File: src/rtl/ram_arb_pkg.sv
// Shared types for the two-master RAM arbiter: master ids and lock-owner encoding.
// Lock encodings are only consumed when the design is built with RAM_ARB_LOCK_EN.
package ram_arb_pkg;

    typedef logic master_id_t;

    localparam master_id_t MASTER_0 = 1'b0;
    localparam master_id_t MASTER_1 = 1'b1;

    typedef enum logic [1:0] {
        LOCK_NONE = 2'd0,
        LOCK_M0   = 2'd1,
        LOCK_M1   = 2'd2
    } lock_owner_t;

    // Debug state word: {lock owner, last served}.
    localparam int DBG_W = 3;

endpackage

File: src/rtl/ram_arb_rr_pick.sv
// Combinational grant selection for two masters.
// A requesting lock owner wins outright; otherwise the master not served last wins.
module ram_arb_rr_pick
    import ram_arb_pkg::*;
(
    input  logic [1:0]  req_i,
    input  master_id_t  last_served_i,
    input  lock_owner_t lock_owner_i,
    output logic [1:0]  grant_o
);

    always_comb begin
        grant_o = 2'b00;
        if (lock_owner_i == LOCK_M0 && req_i[0]) begin
            grant_o = 2'b01;
        end else if (lock_owner_i == LOCK_M1 && req_i[1]) begin
            grant_o = 2'b10;
        end else if (req_i == 2'b11) begin
            grant_o = (last_served_i == MASTER_1) ? 2'b01 : 2'b10;
        end else begin
            grant_o = req_i;
        end
    end

endmodule

File: src/rtl/ram_arbiter_2x1.sv
// Two-master to one zero-latency RAM arbiter, round-robin with optional bus lock.
// Define RAM_ARB_LOCK_EN to add m0_lock/m1_lock and the lock-owner register.
module ram_arbiter_2x1
    import ram_arb_pkg::*;
#(
    parameter int ADDR_WIDTH = 12,
    parameter int DATA_WIDTH = 16
) (
    input  logic                  clk,
    input  logic                  rst_n,
    input  logic [ADDR_WIDTH-1:0] m0_address,
    input  logic                  m0_read,
    input  logic                  m0_write,
    input  logic [DATA_WIDTH-1:0] m0_writedata,
    output logic [DATA_WIDTH-1:0] m0_readdata,
    output logic                  m0_waitrequest,
    input  logic [ADDR_WIDTH-1:0] m1_address,
    input  logic                  m1_read,
    input  logic                  m1_write,
    input  logic [DATA_WIDTH-1:0] m1_writedata,
    output logic [DATA_WIDTH-1:0] m1_readdata,
    output logic                  m1_waitrequest,
`ifdef RAM_ARB_LOCK_EN
    input  logic                  m0_lock,
    input  logic                  m1_lock,
`endif
    output logic [ADDR_WIDTH-1:0] s_address,
    output logic                  s_read,
    output logic                  s_write,
    output logic [DATA_WIDTH-1:0] s_writedata,
    input  logic [DATA_WIDTH-1:0] s_readdata,
    output logic [DBG_W-1:0]      dbg_state_o
);

    // Handshake: a master's access completes in the cycle it requests with
    // waitrequest=0; while waitrequest=1 it must hold address, read, write and
    // writedata unchanged. Requests are gated by rst_n so that an asserted reset
    // kills any in-flight access combinationally and nothing reaches the RAM.
    logic       m0_req;
    logic       m1_req;
    logic       m0_rd_eff;
    logic       m1_rd_eff;
    logic [1:0] grant;

    master_id_t  last_q;
    master_id_t  last_d;
    lock_owner_t lock_cur;

    assign m0_req    = rst_n & (m0_read | m0_write);
    assign m1_req    = rst_n & (m1_read | m1_write);
    assign m0_rd_eff = m0_read & ~m0_write;
    assign m1_rd_eff = m1_read & ~m1_write;

    ram_arb_rr_pick u_pick (
        .req_i         ({m1_req, m0_req}),
        .last_served_i (last_q),
        .lock_owner_i  (lock_cur),
        .grant_o       (grant)
    );

    always_comb begin
        s_address   = '0;
        s_read      = 1'b0;
        s_write     = 1'b0;
        s_writedata = '0;
        if (grant[0]) begin
            s_address   = m0_address;
            s_read      = m0_rd_eff;
            s_write     = m0_write;
            s_writedata = m0_writedata;
        end else if (grant[1]) begin
            s_address   = m1_address;
            s_read      = m1_rd_eff;
            s_write     = m1_write;
            s_writedata = m1_writedata;
        end
    end

    assign m0_waitrequest = m0_req & ~grant[0];
    assign m1_waitrequest = m1_req & ~grant[1];
    assign m0_readdata    = (grant[0] && m0_rd_eff) ? s_readdata : '0;
    assign m1_readdata    = (grant[1] && m1_rd_eff) ? s_readdata : '0;

    always_comb begin
        last_d = last_q;
        if (grant[0]) begin
            last_d = MASTER_0;
        end else if (grant[1]) begin
            last_d = MASTER_1;
        end
    end

    always_ff @(posedge clk or negedge rst_n) begin
        if (!rst_n) begin
            last_q <= MASTER_1;
        end else begin
            last_q <= last_d;
        end
    end

`ifdef RAM_ARB_LOCK_EN
    lock_owner_t lock_q;
    lock_owner_t lock_d;

    // Release when the owner drops its lock; only the granted master may claim,
    // and never while the other master still holds the lock.
    always_comb begin
        lock_d = lock_q;
        if (lock_q == LOCK_M0 && !m0_lock) begin
            lock_d = LOCK_NONE;
        end
        if (lock_q == LOCK_M1 && !m1_lock) begin
            lock_d = LOCK_NONE;
        end
        if (grant[0] && m0_lock && lock_q != LOCK_M1) begin
            lock_d = LOCK_M0;
        end
        if (grant[1] && m1_lock && lock_q != LOCK_M0) begin
            lock_d = LOCK_M1;
        end
    end

    always_ff @(posedge clk or negedge rst_n) begin
        if (!rst_n) begin
            lock_q <= LOCK_NONE;
        end else begin
            lock_q <= lock_d;
        end
    end

    assign lock_cur = lock_q;
`else
    assign lock_cur = LOCK_NONE;
`endif

    assign dbg_state_o = {lock_cur, last_q};

endmodule

File: config.mk
export PLATFORM = sky130hd
export DESIGN_NAME = ram_arbiter_2x1
export DESIGN_NICKNAME = d
export VERILOG_FILES = /design/src/rtl/ram_arb_pkg.sv /design/src/rtl/ram_arb_rr_pick.sv /design/src/rtl/ram_arbiter_2x1.sv
export SDC_FILE = /design/constraint.sdc
export NUM_CORES = 1
export LEC_CHECK = 0
export BUFFER_PORTS_ARGS = -buffer_cell sky130_fd_sc_hd__buf_2
export CORE_UTILIZATION = 24
export DETAILED_ROUTE_END_ITERATION = 16
export PLACE_DENSITY = 0.83
export SLEW_MARGIN = 20
export SYNTH_ARGS = -nofsm -noshare
export SYNTH_HDL_FRONTEND = slang
export SYNTH_HIERARCHICAL = 1
export SYNTH_SLANG_ARGS = --single-unit
File: constraint.sdc
create_clock -name clk -period 1.5 [get_ports clk]
set_input_delay 0.15 -clock clk [delete_from_list [all_inputs] [get_ports clk]]
set_output_delay 0.15 -clock clk [all_outputs]
set_load 0.05 [all_outputs]
==> After elaboration in Yosys (flattened, before gate mapping) <==
Index checks and enable logic that the tools add are counted.
{ "word_totals": {"register_bits": 1, "input_bits": 78, "output_inout_bits": 67} }
{ "classes": {"eq_ne": 1, "muxes": 14, "bitwise": 12, "n_reduce_logical": 3} }
{ "op_table": {"columns": ["op", "count"], "rows": [
  ["two-way mux 16 bit", 4],
  ["two-way mux 12 bit", 2],
  ["bitwise AND 1 bit", 6],
  ["two-way mux 1 bit", 6],
  ["two-way mux 2 bit", 2],
  ["inverter 1 bit", 4],
  ["equality test 2 bit (second input constant)", 1],
  ["logical AND 1 bit", 2],
  ["bitwise OR 1 bit", 2],
  ["nonzero test 2 bit", 1]
]} }

==> Longest topological paths before layout <==
{ "logic_depth": {"depth_word": 6, "mapped_depth": 8, "depth_no_buf": 5} }

==> Cells and area by module <==
The synthesis kept the hierarchy.
{ "by_module_without_submodules": {"columns": ["mod", "n_inst", "cells_per_inst", "area_each_um2", "seq_area_each_um2"], "rows": [
  ["ram_arbiter_2x1", 1, 91, 745.7, 26.3],
  ["ram_arb_rr_pick", 1, 7, 40.0, 0.0]
]} }

==> Worst setup path after synthesis <==
OpenSTA, ideal clock, no wires.
{ "synth_timing": {"kind": "reg2out", "start": "register last_q", "end": "output s_writedata[12]", "arrival_time_ps": 1990, "required_ps": 1350, "setup_slack_ps": -640, "stages_incl_launch_ff": 6, "n_path_buf": 2, "path_cell_list": "dfstp_2 -> o21bai_1 -> a31oi_1 -> buf_6 -> buf_2 -> o21ai_0"} }
{ "synth_lines": {"columns": ["element", "line", "text"], "rows": [
  ["start, declared", "ram_arbiter_2x1.sv:45", "master_id_t last_q;"],
  ["start signal, assigned", "ram_arbiter_2x1.sv:97", "last_q <= last_d;"],
  ["two-way mux 2 bit", "ram_arb_rr_pick.sv:19", "grant_o = (last_served_i == MASTER_1) ? 2'b01 : 2'b10;"],
  ["two-way mux 2 bit", "ram_arb_rr_pick.sv:18", "end else if (req_i == 2'b11) begin"],
  ["net grant[0]", "ram_arbiter_2x1.sv:43", "logic [1:0] grant;"],
  ["two-way mux 16 bit", "ram_arbiter_2x1.sv:66", "if (grant[0]) begin"],
  ["end, declared", "ram_arbiter_2x1.sv:30", "output logic [DATA_WIDTH-1:0] s_writedata,"]
]} }
The timed path passes the listed nets, and every way through them passes these cells.

==> Worst setup path in the final report <==
{ "layout_timing": {"start": "register last_q", "end": "output s_writedata[15]"} }
{ "layout_via": {"elab_chain_len": 4} }
{ "layout_rtl": {"columns": ["element", "line", "text"], "rows": [
  ["two-way mux 2 bit", "ram_arb_rr_pick.sv:19", null],
  ["two-way mux 2 bit", "ram_arb_rr_pick.sv:18", null],
  ["net grant[1]", "ram_arbiter_2x1.sv:43", null],
  ["two-way mux 16 bit", "ram_arbiter_2x1.sv:71", "end else if (grant[1]) begin"],
  ["two-way mux 16 bit", "ram_arbiter_2x1.sv:66", null]
]} }
The timed path passes the listed nets, and every way through them passes these cells.

==> summary.log <==
INFO  outcome        status=finished with violations
INFO  outcome        failed_checks=negative setup slack
INFO  route          via_count=1523
INFO  global_route   grt_usage=29.7%
INFO  cts            clock_insertion_delay_worst_skew=0ps
INFO  floorplan      core_outline_area=3080um^2
INFO  route          route.top_layer_used=met4
INFO  setup_path     rr_startpoint=last_q
INFO  pwr            cellLeakagePower=1.41nW
INFO  final_layout   insertedDiodeCount=0
INFO  floorplan      floorplan.initialDensity=25.5%
INFO  final_layout   largest_registers=last_q: 1 flops
INFO  route          post_drt_wl_per_cell=18.4um
INFO  synthesis      synthDominantAreaCellType=a22o_1
INFO  sta            hold_violations=0
INFO  setup_path     critical_path.startpoint=last_q
INFO  setup_path     setup.worst_path.start_class=register
INFO  setup_path     r2r.worst_path.cells=6
INFO  final_layout   layout.nets=346
INFO  route          met2WireLength=3010um
INFO  placed_design  detailedPlacementHpwl=3290um
INFO  setup_path     slowest_stage=dfstp_2
INFO  route          drtAntennaViolNets=0
INFO  floorplan      die_h=59.2um
INFO  cts            clock_transition_at_the_registers_of_the_reported_paths=0ps
INFO  final_layout   drive_gt1_share=93.6%
INFO  sta            period_needed=1770ps
INFO  synthesis      synth_cells=98
INFO  final_layout   finish.cell_count_without_fillers=310
INFO  global_route   grt_start_max_net_pins=15
INFO  global_route   gr-total-overflow=0
INFO  sta            skew=0ps
INFO  route          first_iter_violations=74
INFO  global_route   number_of_antenna_violations_at_the_first_check_in_global_routing=0
INFO  synthesis      synth.cells.most_frequent=a22o_1, and2_1, and2_4
INFO  pwr            share_seq_of_total_power=3.2%
INFO  sta            period_share=118%
INFO  synthesis      synth_edf_count=0
INFO  hold_path      timing.hold.worst.class=primary input to async pin
INFO  setup_path     critical_path.endpoint_type=output port
INFO  synthesis      synthMostInstantiatedCell=a22o_1
INFO  floorplan      std_cell_rows=20
INFO  floorplan      die-area=3510um^2
INFO  synthesis      synth_area_per_cell=8.02um^2
INFO  route          first_pass_iters=4
INFO  sta            worst_case_hold_slack=228ps
INFO  synthesis      ys_async_sr_fraction=100%
INFO  sta            timing.final.max_slew_violations=0
INFO  pwr            cellInternalPower=0.631mW
INFO  floorplan      io_pins=145
INFO  synthesis      yosysUniqueCellTypes=25
INFO  synthesis      synth_top_cell_area_share=30.1%
INFO  synthesis      synth.area.top_cells=a22o_1, and2_1, and2_4
INFO  pwr            power.switching_fraction=53.1%
INFO  final_layout   final_core_utilization=86.1%
INFO  setup_path     cp_cell_sequence=nor2_2, o311a_4, nor2b_4, buf_4, a22o_2, buf_6
INFO  sta            fmaxAchievable=566MHz
INFO  route          m1WireLength=2080um
INFO  pwr            total_power=1.35mW
INFO  sta            finalSetupViolCount=63
INFO  route          drc=0
INFO  synthesis      mappedNetlistArea=786um^2
INFO  route          postRouteWirelength=5690um
INFO  synthesis      synth_flop_cell=dfstp_2
INFO  sta            min_setup_slack_post_route=-266ps
INFO  pwr            peakVddDrop=0.424mV
INFO  global_route   grt_pass1_vias=1557
INFO  placed_design  place.detailed.instances=289
INFO  setup_path     worst-setup-path-type=register to output port
INFO  setup_path     timing.critical_path.required=1350ps
INFO  pwr            p_sw=0.715mW
INFO  final_layout   area.growth.synth_to_final=237%
INFO  pwr            share_of_power_burned_in_combinational_logic=96.8%
INFO  route          routed_via_density=4.91
INFO  synthesis      synth-warning-count=6
INFO  setup_path     critical_path_peak_fanout=6
INFO  setup_path     cp_slowest_stage_delay=560ps
INFO  placed_design  place_congestion=0.757
INFO  floorplan      fp.dieW=59.2um
INFO  route          wl_met3=466um
INFO  sta            grt_setup_unrepaired=yes
INFO  global_route   grt_pass1_wl=7790um
INFO  final_layout   max_flop_register=last_q
INFO  pwr            power.density=508nW/um^2
INFO  placed_design  buffer_ports.inserted=142
INFO  run            maxCapViolations=0
INFO  setup_path     cp_data_arrival_time=1620ps
INFO  cts            post_cts_hold_buffers=0
INFO  final_layout   flip_flop_count_of_the_largest_register_all_copies_and_words_added=1
INFO  placed_design  pre_cts_slack=-612ps
INFO  synthesis      synth.yosys.seq_area_share=3.34%
INFO  synthesis      synth-seq-cells=1
INFO  pwr            p_clk_share=0%
[path summary, 6_finish.rpt]
| path | endpoint | slack [ps] |
|---|---|---|
| max in group asynchronous | last_q | 1250 |
| worst max-delay path | s_writedata[15] | -270 |
| worst min-delay path | last_q | 230 |
| min in group clk | s_writedata[12] | 630 |
| worst max register to register | last_q | 100 |
| worst min register to register | last_q | 650 |
[what timing repair did]
| action | CTS | global route |
|---|---|---|
| resized for setup | 187 | 21 |
| buffers inserted | 11 | 7 |
| gates cloned | 7 | 0 |
| endpoints found under the setup margin | 65 | 64 |
| pin swaps | 24 | 18 |
[final cells by class]
cell class,instances,area (um^2)
multi-input cells,93,1010
inverters,2,7.51
flip-flops and latches,1,26.3
well taps,44,55.1
repair buffers,170,1550
fillers,172,427
[through the flow]
stage	TNS [ps]	area, um^2
floorplan	-644	1050
global placement	-27360	1770
detailed placement	-29940	1770
CTS	-13090	2570
global route	-16050	2650
finish	-13650	2650
[critical path: cells and delay by family, from the launching register on]
kind / cells / cell delay (ps)
buffers and inverters: 2 / 290
AO/OA/AOI/OAI: 2 / 560
flip-flops: 1 / 560
AND/OR/NAND/NOR: 2 / 210
[cell families (layout without fill, tap and decap cells)]
group                  Yosys count  count (layout)  synth area share, %
DFF                              1               1                 3.34
buffers and inverters           15             172                 18.9
other                            1               8                0.477
AOI/OAI and AO/OA               35              35                 37.3
and+or+nand+nor                 46              50                 40.0
[layer usage]
layer	global-route usage, %	up-vias
met5	0	-
met4	8.84	0
met3	6.33	16
met2	58.9	100
li1	-	689
met1	30.4	718
[power by group through the flow]
stage          clock network (mW)  registers (mW)  logic [mW]
2_1_floorplan                   0          0.0403       0.704
3_3_place_gp                    0          0.0400       0.912
3_5_place_dp                    0          0.0408       0.921
4_1_cts                         0          0.0427        1.24
5_1_grt                         0          0.0440        1.34
6_report                        0          0.0427        1.30
[placed cells by master, fill, tap and decap left out, types with 2 or more instances in the layout]
cell type  count
nor2_1         2
buf_4         14
nand2_2        3
a22o_4        23
and2_4        31
and3b_2        4
buf_2         78
o21a_1         2
conb_1         8
o21ai_2        2
nor2b_4        2
buf_6         42
buf_16         3
buf_8         32
a22o_2         4
Note: power is estimated with default switching activity, not from simulation.
